File: config.mk
export PLATFORM = sky130hd
export DESIGN_NAME = fifo_write_arbiter
export DESIGN_NICKNAME = d
export VERILOG_FILES = /design/src/rtl/fifo_write_arbiter.sv
export SDC_FILE = /design/constraint.sdc
export NUM_CORES = 1
export LEC_CHECK = 0
export BUFFER_PORTS_ARGS = -buffer_cell sky130_fd_sc_hd__buf_4
export CAP_MARGIN = 20
export CORE_ASPECT_RATIO = 1.1
export CORE_MARGIN = 3
export CORE_UTILIZATION = 30
export CTS_CLUSTER_SIZE = 30
export DETAILED_ROUTE_END_ITERATION = 8
export MAX_ROUTING_LAYER = met4
export PLACE_DENSITY = 0.63
export SLEW_MARGIN = 20
export SYNTH_ARGS = -nofsm -noshare
export SYNTH_HDL_FRONTEND = slang
export SYNTH_SLANG_ARGS = --single-unit
File: constraint.sdc
create_clock -name clock -period 1.7 [get_ports clock]
set_input_delay 0.17 -clock clock [delete_from_list [all_inputs] [get_ports clock]]
set_output_delay 0.17 -clock clock [all_outputs]
set_load 0.005 [all_outputs]
File: src/rtl/fifo_write_arbiter.sv
// Round-robin arbiter sharing one FIFO write port between NUM_REQ producers, capping each grant at MAX_BURST writes.
// Define FIFO_ARB_STALL_CNT_EN to build the saturating stall counter; otherwise stall_count is tied to 0.
module fifo_write_arbiter #(
    parameter int NUM_REQ   = 4,
    parameter int MAX_BURST = 4
) (
    input  logic                 clock,
    input  logic                 reset_n,
    input  logic [NUM_REQ-1:0]   req,
    input  logic [NUM_REQ*8-1:0] req_data,
    output logic [NUM_REQ-1:0]   ack,
    output logic [NUM_REQ-1:0]   grant,
    input  logic                 fifo_full,
    output logic                 fifo_write,
    output logic [7:0]           fifo_data_in,
    output logic                 busy,
    output logic [15:0]          stall_count
);

    localparam int IDXW = (NUM_REQ > 1) ? $clog2(NUM_REQ) : 1;
    localparam logic [NUM_REQ-1:0] ONE = {{(NUM_REQ-1){1'b0}}, 1'b1};

    typedef enum logic {IDLE, BURST} state_t;

    state_t             state, state_d;
    logic [NUM_REQ-1:0] grant_d;
    logic [IDXW-1:0]    rr_ptr, rr_ptr_d, g_idx, g_next, start, sel, cand;
    logic [3:0]         burst_cnt, burst_cnt_d;
    logic               req_g, burst_last, release_g, any_req;
    logic [7:0]         data_g;
    int                 srch;

    always_comb begin
        g_idx  = '0;
        req_g  = 1'b0;
        data_g = '0;
        for (int i = 0; i < NUM_REQ; i++) begin
            if (grant[i]) begin
                g_idx  = IDXW'(i);
                req_g  = req[i];
                data_g = req_data[i*8 +: 8];
            end
        end
    end

    assign g_next = (int'(g_idx) == NUM_REQ - 1) ? '0 : g_idx + 1'b1;
    // A release searches from the requester after g, so g itself is checked last.
    assign start  = (state == IDLE) ? rr_ptr : g_next;

    // Descending scan: the lowest offset from start that is requesting wins.
    always_comb begin
        sel  = start;
        cand = '0;
        srch = 0;
        for (int k = NUM_REQ - 1; k >= 0; k--) begin
            srch = int'(start) + k;
            if (srch >= NUM_REQ) srch = srch - NUM_REQ;
            cand = IDXW'(srch);
            if (req[cand]) sel = cand;
        end
    end

    assign any_req      = |req;
    assign busy         = (state == BURST);
    assign fifo_write   = busy && req_g && !fifo_full;
    assign ack          = fifo_write ? grant : '0;
    assign fifo_data_in = fifo_write ? data_g : 8'h00;
    assign burst_last   = (({1'b0, burst_cnt} + 5'd1) == 5'(MAX_BURST));
    assign release_g    = !req_g || (fifo_write && burst_last);

    always_comb begin
        state_d     = state;
        grant_d     = grant;
        rr_ptr_d    = rr_ptr;
        burst_cnt_d = burst_cnt;
        case (state)
            IDLE: begin
                if (any_req) begin
                    state_d     = BURST;
                    grant_d     = ONE << sel;
                    burst_cnt_d = '0;
                end
            end
            BURST: begin
                if (release_g) begin
                    rr_ptr_d    = g_next;
                    burst_cnt_d = '0;
                    if (any_req) begin
                        grant_d = ONE << sel;
                    end else begin
                        state_d = IDLE;
                        grant_d = '0;
                    end
                end else if (fifo_write) begin
                    burst_cnt_d = burst_cnt + 4'd1;
                end
            end
            default: begin
                state_d = IDLE;
                grant_d = '0;
            end
        endcase
    end

    always_ff @(posedge clock or negedge reset_n) begin
        if (!reset_n) begin
            state     <= IDLE;
            grant     <= '0;
            rr_ptr    <= '0;
            burst_cnt <= '0;
        end else begin
            state     <= state_d;
            grant     <= grant_d;
            rr_ptr    <= rr_ptr_d;
            burst_cnt <= burst_cnt_d;
        end
    end

`ifdef FIFO_ARB_STALL_CNT_EN
    always_ff @(posedge clock or negedge reset_n) begin
        if (!reset_n)
            stall_count <= '0;
        else if (any_req && fifo_full && stall_count != 16'hFFFF)
            stall_count <= stall_count + 16'd1;
    end
`else
    assign stall_count = '0;
`endif

endmodule

Word level (Yosys, flattened, before mapping)
Index checks and enable logic that the tools add are counted.
- bits in registers: 11
- latch bits: 0
- memory bits (writable): 0
- ROM bits: 0
- input bits: 39
- logic and storage cells: 81
- memories kept: 0
- $add $sub $neg: 10
- $mul: 0
- div/mod/pow operators: 0
- magnitude comparators: 8
- eq/ne operators: 5
- shift operators: 1
- multiplexer cells: 42
- bitwise logic cells: 1
- reduce and logical (&&, ||, !) cells: 10
- operators by type and width (kind ; number):
    $mux 8 ; 5
    $mux 4 ; 7
    $mux 2 ; 12
    $pmux 4 s2 ; 2
    $lt 2x3->1 const B ; 4
    $mux 1 ; 11
    $ge 3x3->1 const B ; 3
    $bmux 1 s2 ; 4
    $sub 2x1->2 const B ; 4
    $add 2x2->3 const B ; 2
    $reduce_and 2->1 ; 3
    $add 4x1->5 const B ; 1
    $eq 5x3->1 const B ; 1
    $add 4x1->4 const B ; 1
    $reduce_or 4->1 ; 1
    $shl 1x2->4 const A ; 1
    $add 2x1->3 const B ; 1
    $ge 2x3->1 const B ; 1
    $logic_and 1x1->1 ; 3
    $ne 3x2->1 const B ; 1
    $add 2x1->2 const B ; 1
    $eq 2x1->1 const B ; 1
    $logic_not 1->1 ; 2
    $ne 2x1->1 const B ; 1
    other kinds (4) ; 4

Longest topological paths before layout
- depth after elaboration: 19
- gate-level depth with buffers: 7

Worst setup path after synthesis
No wires, ideal clock.
- path type: register to register
- start: register burst_cnt[0]
- end: register rr_ptr[1]
- data arrival time: 1.633 ns
- data required time: 1.575 ns
- path slack: -0.058 ns
- cell stages (with the launch flop): 7
- path buffers: 0
- period minus slack after synthesis: 1.758 ns
- cell sequence: dfrtp_1 > ha_1 > nand2b_1 > o32ai_1 > and3b_2 > o31ai_2 > mux2_4
- cells in the longest elaborated chain, start to end: 5
- ends and longest elaborated chain (what ; RTL line ; text):
    start: declaration ; 28 ; logic [3:0] burst_cnt, burst_cnt_d;
    start signal: assignment ; 115 ; burst_cnt <= burst_cnt_d;
    $add 4x1->5 ; 68 ; assign burst_last = (({1'b0, burst_cnt} + 5'd1) == 5'(MAX_BURST));
    $eq 5x3->1 ; 68 ;
    $logic_and 1x1->1 ; 69 ; assign release_g = !req_g || (fifo_write && burst_last);
    $logic_or 1x1->1 ; 69 ;
    $reduce_and 2->1 (no source line) ; n/a ;
    end signal: assignment ; 114 ; rr_ptr <= rr_ptr_d;
    end: declaration ; 27 ; logic [IDXW-1:0] rr_ptr, rr_ptr_d, g_idx, g_next, start, sel, cand;
Every way passes these cells.
A chain may end at the register's enable or synchronous reset.

Final worst setup path
Ends and elaborated chain as after synthesis.

==> impl_metrics.py <==
metrics = {
    "setup_path": {
        "worstSetupEndpointType": "register",
        "crit_type": "reg -> reg",
        "endpoint": "rr_ptr[1]",
        "cp_data_required_time_ps": 1830,
        "path_buf_inv": 1,
        "rr_endpoint": "rr_ptr[1]",
        "crit_fanout": 4,
        "r2r-start": "burst_cnt[0]",
        "cp_common_cell": "and3b_2",
        "path_delay_family": "simple AND/OR/NAND/NOR gates",
        "cp_slowest_stage_delay_ps": 400,
        "ff2ff_setup_slack_ps": -220,
        "crit_arrival_ps": 2040,
        "cp-start-kind": "register",
        "r2r.worst_path.cells": 6,
        "critical_path_depth": 6,
        "critPathLaunch": "burst_cnt[0]",
        "crit_chain": "buf_6 > and3b_2 > o32ai_4 > and3b_2 > o31ai_4 > mux2_4",
        "crit_slowest_cell": "dfrtp_1",
    },
    "layout": {
        "nets": 288,
        "fin_cells": 296,
        "final_util_pct": 56.6,
        "area_growth_pct": 75.1,
        "layout-drive-gt1-share_pct": 51.6,
        "antennaDiodeCount": 0,
    },
    "logic_synthesis": {
        "synth_top_family_by_area": "compound AO/OA/AOI/OAI gates",
        "synth_warnings": 0,
        "syn_area_um2": 1220,
        "synth-xor-area-share_pct": 0,
        "synth_fa_ha_area_share_pct": 2.05,
        "syn_inst": 158,
        "async_reset_ff_share_pct": 100,
        "synth_edf_count": 0,
        "yosysUniqueCellTypes": 43,
        "ys_ff_latch": 11,
        "synth.mux.area_fraction_pct": 4.00,
        "synth-compound-area-share_pct": 31.4,
        "synth-simple-area-share_pct": 26.0,
        "ys_seq_area_share_pct": 22.6,
        "synth_area_per_cell_um2": 7.71,
        "synth_flop_cell": "dfrtp_1",
    },
    "grt": {
        "grt_pass1_vias": 1245,
        "grtUsageTotal_pct": 15.8,
        "antenna_found_initial": 0,
        "grt_max_degree": 19,
        "grt_pass1_wl_um": 5840,
        "grt_overflow": 0,
    },
    "sta": {
        "fin_skew_ps": 1.90,
        "min_period_over_period_pct": 113,
        "hold_viol": 0,
        "min_period_ps": 1920,
        "setup_viol": 20,
        "hold_ws_ps": 298,
        "worst_slack_ps": -217,
        "fmax_mhz": 522,
        "rsz0062_at_grt": "true",
        "tns_ps": -3240,
        "drv_slew": 0,
    },
    "outcome": {
        "violations": "negative setup slack",
        "status": "finished, violations left",
    },
    "clock_tree": {
        "htree_levels": 1,
        "clk_pin_slew_ps": 50,
        "root_buffer": "clkbuf_8",
        "cts_tree": "done",
        "clk_latency_ps": 240,
        "clock_path_buffers": 2,
        "cts_sinks": 11,
        "numCtsBuffers": 3,
    },
    "floorplanning": {
        "die_w_um": 66.8,
        "io_pins": 73,
        "die_h_um": 72.8,
        "fp.dieArea_um2": 4860,
        "row_count": 23,
        "initial_core_util_pct": 32.3,
        "coreArea_um2": 3770,
    },
    "min_path": {
        "hp-class": "in -> async",
    },
    "detailed_routing": {
        "num_vias": 1383,
        "via_per_inst": 4.67,
        "first_pass_iters": 4,
        "routed_wl_um": 3840,
        "drc": 0,
        "post_drt_wl_per_cell_um": 13.0,
        "postRouteAntennaNets": 0,
        "dr.first_iter.drc_count": 40,
    },
    "placed_design": {
        "dp_hpwl_um": 2930,
        "port-buffer-count": 56,
        "place_congestion": 0.820,
        "dp.cells": 276,
    },
    "power": {
        "p_leak_nw": 1.03,
        "ir_drop_v": 0.000819,
        "powerDensity_nw_per_um2": 1290,
    },
    "job": {
        "cap_violations": 0,
    },
}
[worst reg2reg max path, stage by stage (launching register included)]
cell and delay, ps:
dfrtp_1 400, buf_6 130, and3b_2 220, o32ai_4 320, and3b_2 360, o31ai_4 90, mux2_4 290
[metal layers]
layer | track usage (%) | share of wire [%]
met4 | 5.42 | 1.4
met3 | 2.00 | 3.2
met1 | 18.6 | 41
met5 | - | 0
met2 | 27.3 | 54
[how the worst min path moves through the flow]
stage / cells after the start / endpoint
after floorplan: 0 / burst_cnt[0]
after global placement: 1 / busy
after detailed placement: 1 / busy
after CTS: 2 / busy
after global routing: 2 / burst_cnt[0]
final: 2 / busy
[placed cells by master, fill, tap and decap left out, types with 2 or more instances in the layout]
cell type,instances
and2_4,2
buf_6,9
o31ai_1,2
a22o_1,3
dfrtp_2,2
and3b_2,2
a21boi_4,2
buf_4,82
nor2_1,11
nand2b_4,2
clkbuf_8,3
o21ai_1,6
a22oi_1,7
o21ai_0,6
a21oi_1,12
conb_1,16
nand2b_1,2
nor3_1,2
nor2b_1,2
a21oi_2,2
dfrtp_1,9
nand2_1,20
and2_1,9
a211oi_2,2
inv_1,2
[stage by stage]
stage | instance area, um^2 | power, mW | setup WS [ps]
CTS | 2000 | 2.52 | -184
global route | 2130 | 2.97 | -290
floorplan | 1290 | 1.35 | -11.3
global placement | 1780 | 1.93 | -97.2
detailed placement | 1780 | 1.95 | -115
finish | 2130 | 2.74 | -217
[registers in the layout, indices dropped and copies added (netlist names)]
register,count
grant,4
rr_ptr,2
burst_cnt,4
busy,1
[logic make-up after synthesis]
| kind of cell | after synthesis |
|---|---|
| mux | 3 |
| simple gates | 59 |
| fa+ha+maj | 2 |
| compound gates | 56 |
| buf+inv | 26 |
| other cells | 1 |
| flops | 11 |
[Yosys cell counts, types with 2 or more instances]
| master | n | area share [%] |
|---|---|---|
| clkbuf_1 | 5 | 1.5 |
| nand2b_1 | 4 | 2.1 |
| o31ai_1 | 3 | 1.8 |
| o32ai_1 | 2 | 1.4 |
| a211oi_1 | 2 | 1.2 |
| inv_1 | 2 | 0.62 |
| dfrtp_1 | 11 | 23 |
| nand2_1 | 20 | 6.2 |
| a22o_1 | 3 | 2.2 |
| nor2b_1 | 3 | 1.5 |
| a21oi_1 | 14 | 5.7 |
| nor2_1 | 11 | 3.4 |
| a22oi_1 | 7 | 4.3 |
| o21ai_1 | 4 | 1.6 |
| buf_4 | 18 | 11 |
| and2_1 | 11 | 5.6 |
| nor3_1 | 2 | 0.82 |
| ha_1 | 2 | 2.1 |
| nand3_1 | 2 | 0.82 |
| o21ai_0 | 9 | 3.7 |
[cell type report]
cell class | instances | area (um^2)
inverters | 2 | 7.51
multi-input cells | 136 | 993
flip-flops and latches | 11 | 278
repair buffers | 93 | 747
clock buffers | 4 | 45.0
fillers | 349 | 1640
well taps | 50 | 62.6
[power breakdown]
group          internal, mW  switching (mW)
Clock                 0.165           0.102
Sequential            0.346          0.0961
Combinational          1.16           0.876
Total                  1.67            1.07
[what timing repair did]
action / 4_1_cts / 5_1_grt
pin swaps: 11 / 17
hold buffers: 1 / 0
endpoints found under the hold margin: 11 / 0
buffers inserted: 7 / 8
resized for setup: 24 / 17
setup endpoints to repair: 21 / 23
Power figures use the tool's default switching activity.
